## config.mk

```make
export PLATFORM = sky130hd
export DESIGN_NAME = tle_ksched
export DESIGN_NICKNAME = d
export VERILOG_FILES = /design/src/rtl/tle_ksched.sv
export SDC_FILE = /design/constraint.sdc
export NUM_CORES = 1
export LEC_CHECK = 0
export CAP_MARGIN = 25
export CORE_ASPECT_RATIO = 1.5
export CORE_UTILIZATION = 50
export CTS_BUF_LIST = sky130_fd_sc_hd__clkbuf_16
export CTS_CLUSTER_DIAMETER = 40
export DETAILED_ROUTE_END_ITERATION = 16
export GPL_TIMING_DRIVEN = 0
export PLACE_DENSITY = 0.82
export SLEW_MARGIN = 25
export SYNTH_ARGS = -nofsm -noshare
export SYNTH_HDL_FRONTEND = slang
export SYNTH_SLANG_ARGS = --single-unit
```

## constraint.sdc

```tcl
create_clock -name clk_i -period 2.66 [get_ports clk_i]
set_input_delay 0.399 -clock clk_i [delete_from_list [all_inputs] [get_ports clk_i]]
set_output_delay 0.399 -clock clk_i [all_outputs]
set_load 0.03 [all_outputs]
```

## src/rtl/tle_ksched.sv

```systemverilog
// rtl/tle_ksched.sv - K-step scheduler: issues operand tiles, selects C source, routes D to feedback or output
module tle_ksched #(
  parameter int KCNT_W = 16
) (
  input  logic              clk_i,
  input  logic              rst_ni,
  input  logic              cmd_valid_i,
  output logic              cmd_ready_o,
  input  logic [KCNT_W-1:0] cmd_ktiles_i,
  input  logic              cmd_bias_i,
  input  logic              op_valid_i,
  output logic              op_ready_o,
  output logic              eng_valid_o,
  input  logic              eng_ready_i,
  output logic [1:0]        c_sel_o,
  input  logic              eng_valid_i,
  output logic              eng_ready_o,
  output logic              fb_we_o,
  output logic              res_valid_o,
  input  logic              res_ready_i,
  output logic [KCNT_W-1:0] tile_idx_o,
  output logic              busy_o,
  output logic              done_o,
  output logic              err_o
);

  typedef enum logic [1:0] {
    S_IDLE  = 2'd0,
    S_ISSUE = 2'd1,
    S_WAIT  = 2'd2
  } state_t;

  localparam logic [KCNT_W-1:0] ONE = KCNT_W'(1);

  state_t            state_q, state_d;
  logic [KCNT_W-1:0] remaining_q;
  logic [KCNT_W-1:0] tile_idx_q;
  logic              first_q;
  logic              bias_q;
  logic              done_q;
  logic              err_q;
  logic [1:0]        c_sel_q;
  logic              last_step;

  // remaining counts steps not yet issued, so zero in WAIT means the final D is in flight
  assign last_step  = (remaining_q == '0);
  assign tile_idx_o = tile_idx_q;
  assign busy_o     = (state_q != S_IDLE);
  assign done_o     = done_q;
  assign err_o      = err_q;

  always_comb begin
    state_d     = state_q;
    cmd_ready_o = 1'b0;
    op_ready_o  = 1'b0;
    eng_valid_o = 1'b0;
    c_sel_o     = 2'd0;
    eng_ready_o = 1'b0;
    fb_we_o     = 1'b0;
    res_valid_o = 1'b0;
    case (state_q)
      S_IDLE: begin
        cmd_ready_o = 1'b1;
        eng_ready_o = 1'b1;
        if (cmd_valid_i && (cmd_ktiles_i != '0)) state_d = S_ISSUE;
      end
      S_ISSUE: begin
        eng_valid_o = op_valid_i;
        op_ready_o  = eng_ready_i;
        c_sel_o     = first_q ? {1'b0, bias_q} : 2'd2;
        if (op_valid_i && eng_ready_i) state_d = S_WAIT;
      end
      S_WAIT: begin
        c_sel_o = c_sel_q;
        if (!last_step) begin
          eng_ready_o = 1'b1;
          fb_we_o     = eng_valid_i;
          if (eng_valid_i) state_d = S_ISSUE;
        end else begin
          res_valid_o = eng_valid_i;
          eng_ready_o = res_ready_i;
          if (eng_valid_i && res_ready_i) state_d = S_IDLE;
        end
      end
      default: state_d = S_IDLE;
    endcase
  end

  always_ff @(posedge clk_i or negedge rst_ni) begin
    if (!rst_ni) begin
      state_q     <= S_IDLE;
      remaining_q <= '0;
      tile_idx_q  <= '0;
      first_q     <= 1'b0;
      bias_q      <= 1'b0;
      done_q      <= 1'b0;
      err_q       <= 1'b0;
      c_sel_q     <= 2'd0;
    end else begin
      state_q <= state_d;
      done_q  <= 1'b0;
      err_q   <= 1'b0;
      case (state_q)
        S_IDLE: begin
          if (cmd_valid_i) begin
            if (cmd_ktiles_i == '0) begin
              err_q <= 1'b1;
            end else begin
              remaining_q <= cmd_ktiles_i;
              first_q     <= 1'b1;
              bias_q      <= cmd_bias_i;
              tile_idx_q  <= '0;
            end
          end
        end
        S_ISSUE: begin
          if (op_valid_i && eng_ready_i) begin
            remaining_q <= remaining_q - ONE;
            first_q     <= 1'b0;
            c_sel_q     <= c_sel_o;
          end
        end
        S_WAIT: begin
          if (!last_step && eng_valid_i) tile_idx_q <= tile_idx_q + ONE;
          if (last_step && eng_valid_i && res_ready_i) done_q <= 1'b1;
        end
        default: ;
      endcase
    end
  end

endmodule

```

# [Word level (Yosys, flattened, before mapping)]
# Cells that the tools add are included.
# W data, S select, Z words.
[totals] register_bits=40 latch_bits=0 ramBits=0 rom_bits=0 inputBits=24 output_inout_bits=27 elab_cells=73 mem_count=0
[classes] n_addsub=2 mul=0 n_div=0 magnitude_cmp=0 eq_ne=9 shifts=0 n_mux=34 bitwise=1 n_reduce_logical=19
[op_table] cell="$mux W16" n=6
[op_table] cell="$pmux W16 S2" n=2
[op_table] cell="$logic_not A16 Y1" n=2
[op_table] cell="$add A16 B1 Y16 const B" n=1
[op_table] cell="$mux W1" n=16
[op_table] cell="$reduce_bool A16 Y1" n=1
[op_table] cell="$sub A16 B1 Y16 const B" n=1
[op_table] cell="$mux W2" n=6
[op_table] cell="$reduce_and A4 Y1" n=3
[op_table] cell="$ne A2 B2 Y1 const B" n=5
[op_table] cell="$logic_and A1 B1 Y1" n=6
[op_table] cell="$ne A3 B3 Y1 const B" n=2
[op_table] cell="$pmux W2 S3" n=1
[op_table] cell="$reduce_bool A2 Y1" n=3
[op_table] cell="$pmux W1 S2" n=2
[op_table] cell="$pmux W2 S2" n=1
[op_table] cell="$reduce_and A3 Y1" n=1
[op_table] cell="$eq A2 B1 Y1 const B" n=1
[op_table] cell="$eq A2 B2 Y1 const B" n=1
[op_table] cell="$logic_not A2 Y1" n=1
[op_table] cell="$reduce_and A2 Y1" n=1
[op_table] cell="$logic_not A1 Y1" n=1
[op_table] cell="$not A1 Y1" n=1

# [Longest topological paths before layout]
# Gate-level depths: netlist of run 1.
[depth] word_depth=5 ltp_mapped=9

# [Least setup slack after synthesis of run 1]
# OpenSTA, ideal clock, no wires.
[synth_timing] path_type="register -> register" from="register state_q[0]" to="register state_q[0]" t_arrival_ns=2.152 required_time_ns=2.535 path_slack_ns=0.384 stages_incl_launch_ff=8 n_path_buf=1 synth_period_minus_slack_ns=2.276 cell_sequence="dfrtp_1 inv_1 ha_1 inv_1 clkbuf_1 o21bai_4 a21o_1 mux2_2"
[synth_via] elab_chain_cells=3 elab_cells_between_ends=9 classes_between="eq/ne: 6; mux: 1; reduce/logical: 2"
[synth_rtl] element="start, declared" line="35" rtl="state_t state_q, state_d;"
[synth_rtl] element="start signal, assigned" line="100" rtl="state_q <= state_d;"
[synth_rtl] element="$eq A2 B2 Y1, or another cell as far along" line="61" rtl="case (state_q)"
[synth_rtl] element="$ne A3 B3 Y1 (no source line) / $ne A2 B2 Y1 (equally long branches)"
[synth_rtl] element="$reduce_and A4 Y1 (no source line)"
# Several ways; a longest one is shown, not always the timed one.
# A chain may end at the register's enable or synchronous reset.

# [Worst setup path in the final report of run 1]
[layout_timing] from="register remaining_q[0]" to="output res_valid_o"
[layout_via] elab_chain_cells=3
[layout_rtl] element="start, declared" line="36" rtl="logic [KCNT_W-1:0] remaining_q;"
[layout_rtl] element="start signal, assigned" line="109" rtl="remaining_q <= cmd_ktiles_i;"
[layout_rtl] element="start signal, assigned" line="118" rtl="remaining_q <= remaining_q - ONE;"
[layout_rtl] element="$logic_not A16 Y1" line="46" rtl="assign last_step = (remaining_q == '0);"
[layout_rtl] element="$mux W1" line="75" rtl="if (!last_step) begin"
[layout_rtl] element="$mux W1" line="61"
[layout_rtl] element="end, declared" line="19" rtl="output logic res_valid_o,"
# No other way between the ends.

==> metrics.txt, run 1 <==
# TYPE chip_impl_metric gauge
chip_impl_metric{name="postRouteAntennaNets",unit=""} 0
chip_impl_metric{name="synth.yosys.seq_area_share",unit="%"} 38.8
chip_impl_metric{name="gp_congestion",unit=""} 0.920
chip_impl_info{name="yosysMostFrequentCell",value="sky130_fd_sc_hd__dfrtp_1"} 1
chip_impl_metric{name="maxCapViolCount",unit=""} 0
chip_impl_metric{name="p_total",unit="W"} 0.00356
chip_impl_metric{name="die_area",unit="sq mm"} 0.00545
chip_impl_metric{name="post_syn_instances",unit=""} 284
chip_impl_metric{name="post-route-min-period",unit="ps"} 2550
chip_impl_info{name="slowest_cell_on_the_critical_path",value="sky130_fd_sc_hd__dlygate4sd2_1"} 1
chip_impl_metric{name="static-leakage-power",unit="nW"} 1.38
chip_impl_metric{name="initial_utilization",unit="%"} 52.8
chip_impl_metric{name="path_max_fanout",unit=""} 5
chip_impl_metric{name="floorplan.die.width",unit="um"} 60.6
chip_impl_metric{name="netlist.area_leader.share",unit="%"} 38.8
chip_impl_metric{name="synth_cell_type_count",unit=""} 59
chip_impl_metric{name="core.rowCount",unit=""} 31
chip_impl_info{name="yosys-top-cells-count",value="sky130_fd_sc_hd__dfrtp_1 (40), sky130_fd_sc_hd__a21oi_1 (29), sky130_fd_sc_hd__nor2_1 (27)"} 1
chip_impl_metric{name="drc",unit=""} 0
chip_impl_metric{name="drive_above_1_share",unit="%"} 12.5
chip_impl_metric{name="grt_first_pass_wirelength",unit="mm"} 11.7
chip_impl_metric{name="intPower",unit="W"} 0.00199
chip_impl_metric{name="syn_area_per_cell",unit="sq um"} 9.08
chip_impl_metric{name="diodes_inserted",unit=""} 0
chip_impl_metric{name="global_route.overflow_total",unit=""} 0
chip_impl_info{name="cts_tree",value="yes"} 1
chip_impl_metric{name="max-clock-path-buffers",unit=""} 2
chip_impl_metric{name="synth_enable_flop_cells",unit=""} 0
chip_impl_metric{name="worst_path_required",unit="ps"} 2260
chip_impl_metric{name="number_of_instances_in_the_placed_design",unit=""} 401
chip_impl_metric{name="hold_viol",unit=""} 0
chip_impl_metric{name="fin_cells",unit=""} 411
chip_impl_metric{name="final_design_area_no_fill",unit="sq mm"} 0.00339
chip_impl_metric{name="antenna_found_initial",unit=""} 0
chip_impl_metric{name="count_of_state_elements_after_synthesis",unit=""} 40
chip_impl_metric{name="dieHeight",unit="um"} 90.0
chip_impl_metric{name="fin_worst_skew",unit="ps"} 6.83
chip_impl_metric{name="slew-limit-headroom",unit="%"} 57.4
chip_impl_metric{name="layout-area-overhead-vs-synth",unit="%"} 31.4
chip_impl_metric{name="setup_violations",unit=""} 0
chip_impl_info{name="synth_largest_area_cell",value="sky130_fd_sc_hd__dfrtp_1"} 1
chip_impl_metric{name="post_drt_via_cell_ratio",unit=""} 6.24
chip_impl_info{name="critical_path.startpoint_type",value="register"} 1
chip_impl_metric{name="ios",unit=""} 51
chip_impl_metric{name="port-buffer-count",unit=""} 50
chip_impl_info{name="outcome",value="finished, final reports clean"} 1
chip_impl_info{name="setup.worst_path.end_class",value="primary output"} 1
chip_impl_metric{name="wirelength",unit="mm"} 7.00
chip_impl_metric{name="tritoncts.num_buffers",unit=""} 5
chip_impl_metric{name="clk_sink_count",unit=""} 40
chip_impl_metric{name="worst_hold_slack",unit="ps"} 515
chip_impl_metric{name="p_comb_share",unit="%"} 51.3
chip_impl_info{name="timing.setup.critical_path_class",value="register to primary output"} 1
chip_impl_metric{name="netlist_area",unit="sq mm"} 0.00258
chip_impl_metric{name="met2_wirelength",unit="mm"} 3.77
chip_impl_metric{name="detail_route.wirelength.met1",unit="mm"} 2.55
chip_impl_metric{name="wl_per_cell",unit="um"} 17.0
chip_impl_metric{name="placement.cell_area",unit="sq mm"} 0.00318
chip_impl_metric{name="synth-async-reset-ratio",unit="%"} 100
chip_impl_metric{name="layout.nets",unit=""} 375
chip_impl_metric{name="detail_route.iter0.violations",unit=""} 143
chip_impl_metric{name="clk_latency",unit="ps"} 290
chip_impl_metric{name="netSwitchingPower",unit="W"} 0.00156
chip_impl_metric{name="crit_path_max_incr_delay",unit="ps"} 410
chip_impl_metric{name="p_clk_share",unit="%"} 19.7
chip_impl_info{name="critical_path_cell_by_cell",value="inv_1, ha_1, nor4b_4, nand3_2, or2_1, nor2_1, dlygate4sd2_1"} 1
chip_impl_metric{name="grt_max_degree",unit=""} 30
chip_impl_info{name="post_synth_main_area_contributors",value="sky130_fd_sc_hd__dfrtp_1 (39%), sky130_fd_sc_hd__a21oi_1 (5.6%), sky130_fd_sc_hd__nor2_1 (3.9%)"} 1
chip_impl_metric{name="max_slew.worst_pin.slew",unit="ps"} 633
chip_impl_metric{name="worst_ep_arrival_time",unit="ps"} 2150
chip_impl_info{name="synth_ff_type",value="sky130_fd_sc_hd__dfrtp_1"} 1
chip_impl_metric{name="grt_usage",unit="%"} 28.2
chip_impl_info{name="clock_tree.root_cell",value="sky130_fd_sc_hd__clkbuf_16"} 1
chip_impl_metric{name="core-area",unit="sq mm"} 0.00489
chip_impl_metric{name="drv_slew",unit=""} 0
chip_impl_metric{name="met3_wirelength",unit="um"} 378
chip_impl_info{name="route.top_layer_used",value="met4"} 1
chip_impl_metric{name="cellPowerDensity",unit="mW/mm^2"} 1050
chip_impl_metric{name="cts_htree_levels",unit=""} 2
chip_impl_metric{name="vias",unit=""} 2566
chip_impl_metric{name="yosysWarningCount",unit=""} 0
chip_impl_metric{name="hpwl_after_detailed_placement",unit="mm"} 5.24
chip_impl_metric{name="cts.reportedPaths.clkPinSlew",unit="ps"} 60
chip_impl_metric{name="min_period_over_period",unit="%"} 95.9
chip_impl_metric{name="drt_first_pass_iters",unit=""} 4
chip_impl_metric{name="postSynthNetCount",unit=""} 315
chip_impl_metric{name="power_frac_seq",unit="%"} 29.0
chip_impl_metric{name="vias_in_the_first_global_route",unit=""} 2538
chip_impl_metric{name="clock.fmax",unit="MHz"} 392
chip_impl_metric{name="power.share.switching",unit="%"} 44.0
chip_impl_metric{name="ir_drop",unit="mV"} 0.772
chip_impl_info{name="hp-class",value="register to register"} 1
layout make-up:
type	instances	area, sq um
fill	414	1500
multi-input combinational	215	1460
sequential	40	1000
timing repair buffer	53	524
clock buffer	5	125
buffer	11	86.3
tap	66	82.6
inverter	18	67.6
clock inverter	3	46.3
logic make-up (layout without fill, tap and decap cells):
kind of cell	after synthesis	after routing	synth area share, %
buf+inv	29	90	5.77
simple gates	107	107	24.4
compound gates	95	95	25.0
flops	40	40	38.8
mux	6	6	2.57
fa+ha+maj	7	7	3.40
metal layers:
layer  global-route usage [%]  up-vias
met3                     4.46       27
met1                     31.7     1247
met2                     48.7      109
li1                         -     1183
met5                        0        -
met4                     14.8        0
repair_timing:
item	CTS	global route
endpoints found under the setup margin	8	4
hold buffers	1	0
pin swaps	1	0
gates resized for setup	14	6
endpoints found under the hold margin	1	0
buffers inserted	1	0
sequential cells by signal, indices dropped and copies added (netlist names):
name         flops
err_o            1
first_q          1
remaining_q     16
tile_idx_o      16
state_q          2
bias_q           1
c_sel_q          2
done_o           1
worst max-delay path, delay by kind of cell, from the launching register on:
family	cells	cell delay, ps
fa+ha+maj	1	180
buf+inv	2	500
flops	1	400
simple gates	4	790
power groups by stage:
stage               logic [W]  registers, W  clock network (W)
floorplan             0.00128      0.000977                  0
global placement      0.00175      0.000998                  0
detailed placement    0.00180       0.00101                  0
CTS                   0.00182       0.00101           0.000711
global route          0.00199       0.00106           0.000730
finish                0.00182       0.00103           0.000702
path summary, 6_finish.rpt:
kind                       cells past startpoint  slack [ps]                    endpoint                        from
max                                            7         110                 res_valid_o  remaining_q[0]$_DFFE_PN0P_
min                                            1         510          bias_q$_DFFE_PN0P_          bias_q$_DFFE_PN0P_
max reg2reg                                    8         360  remaining_q[4]$_DFFE_PN0P_      state_q[1]$_DFFE_PN0P_
min reg2reg                                    1         510          bias_q$_DFFE_PN0P_          bias_q$_DFFE_PN0P_
max in group asynchronous                      3        1690  tile_idx_o[11]$_DFFE_PN0P_                      rst_ni
min in group asynchronous                      2         530   tile_idx_o[3]$_DFFE_PN0P_                      rst_ni
stage by stage:
stage	worst slack (ps)	setup TNS (ps)	util [%]
floorplan	384	0	-
global placement	-145	-563	64.7
detailed placement	-135	-1090	65.0
CTS	10.1	0	69.0
global route	-10.4	-10.4	69.3
finish	110	0	69.3
placed cells by master, fill, tap and decap left out, types with 3 or more instances in the layout:
cell type	n
sky130_fd_sc_hd__clkdlybuf4s50_1	41
sky130_fd_sc_hd__dfrtp_1	40
sky130_fd_sc_hd__a21oi_1	29
sky130_fd_sc_hd__nor2_1	27
sky130_fd_sc_hd__inv_1	17
sky130_fd_sc_hd__nand2_1	17
sky130_fd_sc_hd__o21ai_1	14
sky130_fd_sc_hd__nand3_1	10
sky130_fd_sc_hd__o21ai_0	8
sky130_fd_sc_hd__o22a_1	8
sky130_fd_sc_hd__o31ai_1	8
sky130_fd_sc_hd__nor3_1	7
sky130_fd_sc_hd__or3_1	7
sky130_fd_sc_hd__or4_1	7
sky130_fd_sc_hd__ha_1	7
sky130_fd_sc_hd__nor4_2	5
sky130_fd_sc_hd__clkbuf_16	5
sky130_fd_sc_hd__dlygate4sd2_1	5
sky130_fd_sc_hd__clkbuf_2	4
sky130_fd_sc_hd__nor2b_1	4
sky130_fd_sc_hd__and2_1	4
sky130_fd_sc_hd__buf_2	4
sky130_fd_sc_hd__mux2_2	4
sky130_fd_sc_hd__nand2b_1	3
sky130_fd_sc_hd__o22ai_1	3
sky130_fd_sc_hd__a2bb2oi_1	3
sky130_fd_sc_hd__a31oi_1	3
Power figures use the tool's default switching activity.
==> run 2: changes to the inputs <==
Settings changed: CAP_MARGIN 25 to 20, SETUP_SLACK_MARGIN set to 0.05.
==> run 2 against run 1 <==
Non-clock buffer count grew 1. Clock skew grew 0.75 ps. Clock-buffer cell count is the same. Power grew 0.21%. Routed wire length grew 1.0%. First-iteration DRC count grew 21%. Sequential power is essentially flat. Sequential share of layout area is the same. Clock power is essentially flat. Critical path type unchanged.
==> metrics.txt, run 2 (synthesis results as in run 1) <==
# TYPE chip_impl_metric gauge
chip_impl_info{name="outcome",value="finished, final reports clean"} 1
chip_impl_metric{name="detail_route.iter0.violations",unit=""} 173
chip_impl_metric{name="grt_usage",unit="%"} 28.4
chip_impl_metric{name="floorplan.die.width",unit="um"} 60.6
chip_impl_metric{name="global_route.overflow_total",unit=""} 0
chip_impl_metric{name="final_design_area_no_fill",unit="sq mm"} 0.00339
chip_impl_info{name="timing.setup.critical_path_class",value="register to primary output"} 1
chip_impl_metric{name="static-leakage-power",unit="nW"} 1.37
chip_impl_info{name="grt_setup_unrepaired",value="no"} 1
chip_impl_metric{name="drt_first_pass_iters",unit=""} 5
chip_impl_info{name="setup.worst_path.end_class",value="primary output"} 1
chip_impl_metric{name="maxCapViolCount",unit=""} 0
chip_impl_info{name="most-common-layout-cells",value="sky130_fd_sc_hd__clkdlybuf4s50_1 (41), sky130_fd_sc_hd__dfrtp_1 (40), sky130_fd_sc_hd__a21oi_1 (29)"} 1
chip_impl_metric{name="clk_latency",unit="ps"} 290
chip_impl_metric{name="grt_first_pass_wirelength",unit="mm"} 11.8
chip_impl_metric{name="placement.cell_area",unit="sq mm"} 0.00318
chip_impl_metric{name="slew-limit-headroom",unit="%"} 57.6
chip_impl_metric{name="p_clk_share",unit="%"} 19.8
chip_impl_metric{name="die_area",unit="sq mm"} 0.00545
chip_impl_metric{name="cellPowerDensity",unit="mW/mm^2"} 1050
chip_impl_info{name="clock_tree.root_cell",value="sky130_fd_sc_hd__clkbuf_16"} 1
chip_impl_metric{name="vias",unit=""} 2578
chip_impl_info{name="cts_tree",value="yes"} 1
chip_impl_info{name="hp-class",value="register to register"} 1
chip_impl_metric{name="max-clock-path-buffers",unit=""} 2
chip_impl_metric{name="clk_sink_count",unit=""} 40
chip_impl_metric{name="ios",unit=""} 51
chip_impl_metric{name="cts.reportedPaths.clkPinSlew",unit="ps"} 60
chip_impl_metric{name="dieHeight",unit="um"} 90.0
chip_impl_info{name="critical_path.startpoint_type",value="register"} 1
chip_impl_metric{name="number_of_instances_in_the_placed_design",unit=""} 401
chip_impl_metric{name="cts_htree_levels",unit=""} 2
chip_impl_metric{name="power_frac_seq",unit="%"} 28.9
chip_impl_metric{name="fin_cells",unit=""} 412
chip_impl_metric{name="vias_in_the_first_global_route",unit=""} 2577
chip_impl_metric{name="gp_congestion",unit=""} 0.920
chip_impl_metric{name="setup_violations",unit=""} 0
chip_impl_metric{name="drc",unit=""} 0
chip_impl_metric{name="core-area",unit="sq mm"} 0.00489
chip_impl_metric{name="fin_worst_skew",unit="ps"} 7.58
chip_impl_metric{name="drive_above_1_share",unit="%"} 12.7
chip_impl_metric{name="wl_per_cell",unit="um"} 17.2
chip_impl_metric{name="initial_utilization",unit="%"} 52.8
chip_impl_metric{name="fill_cell_total_of_the_finished_layout",unit=""} 411
chip_impl_metric{name="worst_path_required",unit="ps"} 2260
chip_impl_metric{name="grt_max_degree",unit=""} 30
chip_impl_metric{name="hold_viol",unit=""} 0
chip_impl_metric{name="antenna_found_initial",unit=""} 0
chip_impl_metric{name="hpwl_after_detailed_placement",unit="mm"} 5.24
chip_impl_metric{name="worst_ep_arrival_time",unit="ps"} 2120
chip_impl_metric{name="netSwitchingPower",unit="W"} 0.00157
chip_impl_metric{name="core.rowCount",unit=""} 31
chip_impl_metric{name="drv_slew",unit=""} 0
chip_impl_metric{name="p_comb_share",unit="%"} 51.3
chip_impl_metric{name="layout-area-overhead-vs-synth",unit="%"} 31.4
chip_impl_metric{name="path_max_fanout",unit=""} 7
chip_impl_metric{name="clock.fmax",unit="MHz"} 396
chip_impl_metric{name="worst_hold_slack",unit="ps"} 516
chip_impl_metric{name="max_slew.worst_pin.slew",unit="ps"} 631
chip_impl_metric{name="ir_drop",unit="mV"} 0.775
chip_impl_metric{name="layout.nets",unit=""} 376
chip_impl_metric{name="postRouteAntennaNets",unit=""} 0
chip_impl_metric{name="post_drt_via_cell_ratio",unit=""} 6.26
chip_impl_metric{name="min_period_over_period",unit="%"} 94.9
chip_impl_info{name="most_common_library_cell_in_the_layout_ignoring_fill_and_taps",value="sky130_fd_sc_hd__clkdlybuf4s50_1"} 1
chip_impl_metric{name="intPower",unit="W"} 0.00199
chip_impl_metric{name="port-buffer-count",unit=""} 50
chip_impl_metric{name="tritoncts.num_buffers",unit=""} 5
chip_impl_metric{name="wirelength",unit="mm"} 7.07
chip_impl_metric{name="post-route-min-period",unit="ps"} 2520
chip_impl_metric{name="diodes_inserted",unit=""} 0
chip_impl_metric{name="power.share.switching",unit="%"} 44.2
## run 2: cell types whose count changed in the layout (fill, tap and decap cells not counted)
cell                              previous run  this run
sky130_fd_sc_hd__nand3_2                     1         0
sky130_fd_sc_hd__clkdlybuf4s15_1             1         2
sky130_fd_sc_hd__dlygate4sd2_1               5         3
sky130_fd_sc_hd__clkbuf_2                    4         5
sky130_fd_sc_hd__buf_4                       2         3
sky130_fd_sc_hd__nand3_1                    10        11
## run 2: metal layers
| layer | GRT usage [%] | share of wire, % | vias up |
|---|---|---|---|
| li1 | - | - | 1183 |
| met3 | 4.89 | 5.8 | 35 |
| met5 | 0 | 0 | - |
| met1 | 31.6 | 37 | 1226 |
| met2 | 48.7 | 53 | 134 |
| met4 | 16.1 | 4.8 | 0 |
## run 2: what timing repair did
item,CTS,global route
gates resized for setup,14,8
hold endpoints to repair,1,0
hold buffers,1,0
endpoints found under the setup margin,8,5
pin swaps,2,0
buffers inserted,2,0
## run 2: power groups by stage
| stage | Clock [W] | Combinational (W) | Sequential [W] |
|---|---|---|---|
| 2_1_floorplan | 0 | 0.00128 | 0.000977 |
| 3_3_place_gp | 0 | 0.00175 | 0.000998 |
| 3_5_place_dp | 0 | 0.00180 | 0.00101 |
| 4_1_cts | 0.000711 | 0.00182 | 0.00101 |
| 5_1_grt | 0.000730 | 0.00199 | 0.00106 |
| 6_report | 0.000704 | 0.00183 | 0.00103 |
## run 2: worst paths after layout
check / start / end / slack [ps] / cells past startpoint
min: bias_q$_DFFE_PN0P_ / bias_q$_DFFE_PN0P_ / 520 / 1
max reg2reg: state_q[1]$_DFFE_PN0P_ / remaining_q[4]$_DFFE_PN0P_ / 310 / 8
max: remaining_q[10]$_DFFE_PN0P_ / res_valid_o / 140 / 6
min in group asynchronous: rst_ni / tile_idx_o[3]$_DFFE_PN0P_ / 530 / 2
min reg2reg: bias_q$_DFFE_PN0P_ / bias_q$_DFFE_PN0P_ / 520 / 1
max in group asynchronous: rst_ni / tile_idx_o[10]$_DFFE_PN0P_ / 1690 / 3
## run 2: final cells by class
type | instances | area [sq um] | area share, %
multi-input combinational | 215 | 1450 | 42.8
sequential | 40 | 1000 | 29.5
timing repair buffer | 54 | 529 | 15.6
clock buffer | 5 | 125 | 3.69
buffer | 11 | 86.3 | 2.55
tap | 66 | 82.6 | 2.44
inverter | 18 | 67.6 | 1.99
clock inverter | 3 | 46.3 | 1.37
## run 2: critical path, cell delays in order, from the launching register on
cell                              delay, ps
sky130_fd_sc_hd__dfrtp_1                450
sky130_fd_sc_hd__nor4_4                 270
sky130_fd_sc_hd__buf_4                  190
sky130_fd_sc_hd__nand2_1                130
sky130_fd_sc_hd__or2_1                  270
sky130_fd_sc_hd__nor2_1                 140
sky130_fd_sc_hd__clkdlybuf4s15_1        380
## run 2: stage by stage
stage	util [%]	worst slack [ps]	TNS (ps)	total power (W)
6_report	69.3	137	0	0.00356
5_1_grt	69.3	53.5	0	0.00378
4_1_cts	69.2	84.6	0	0.00354
3_5_place_dp	65.0	-135	-1090	0.00281
3_3_place_gp	64.7	-145	-563	0.00275
2_1_floorplan	-	384	0	0.00225
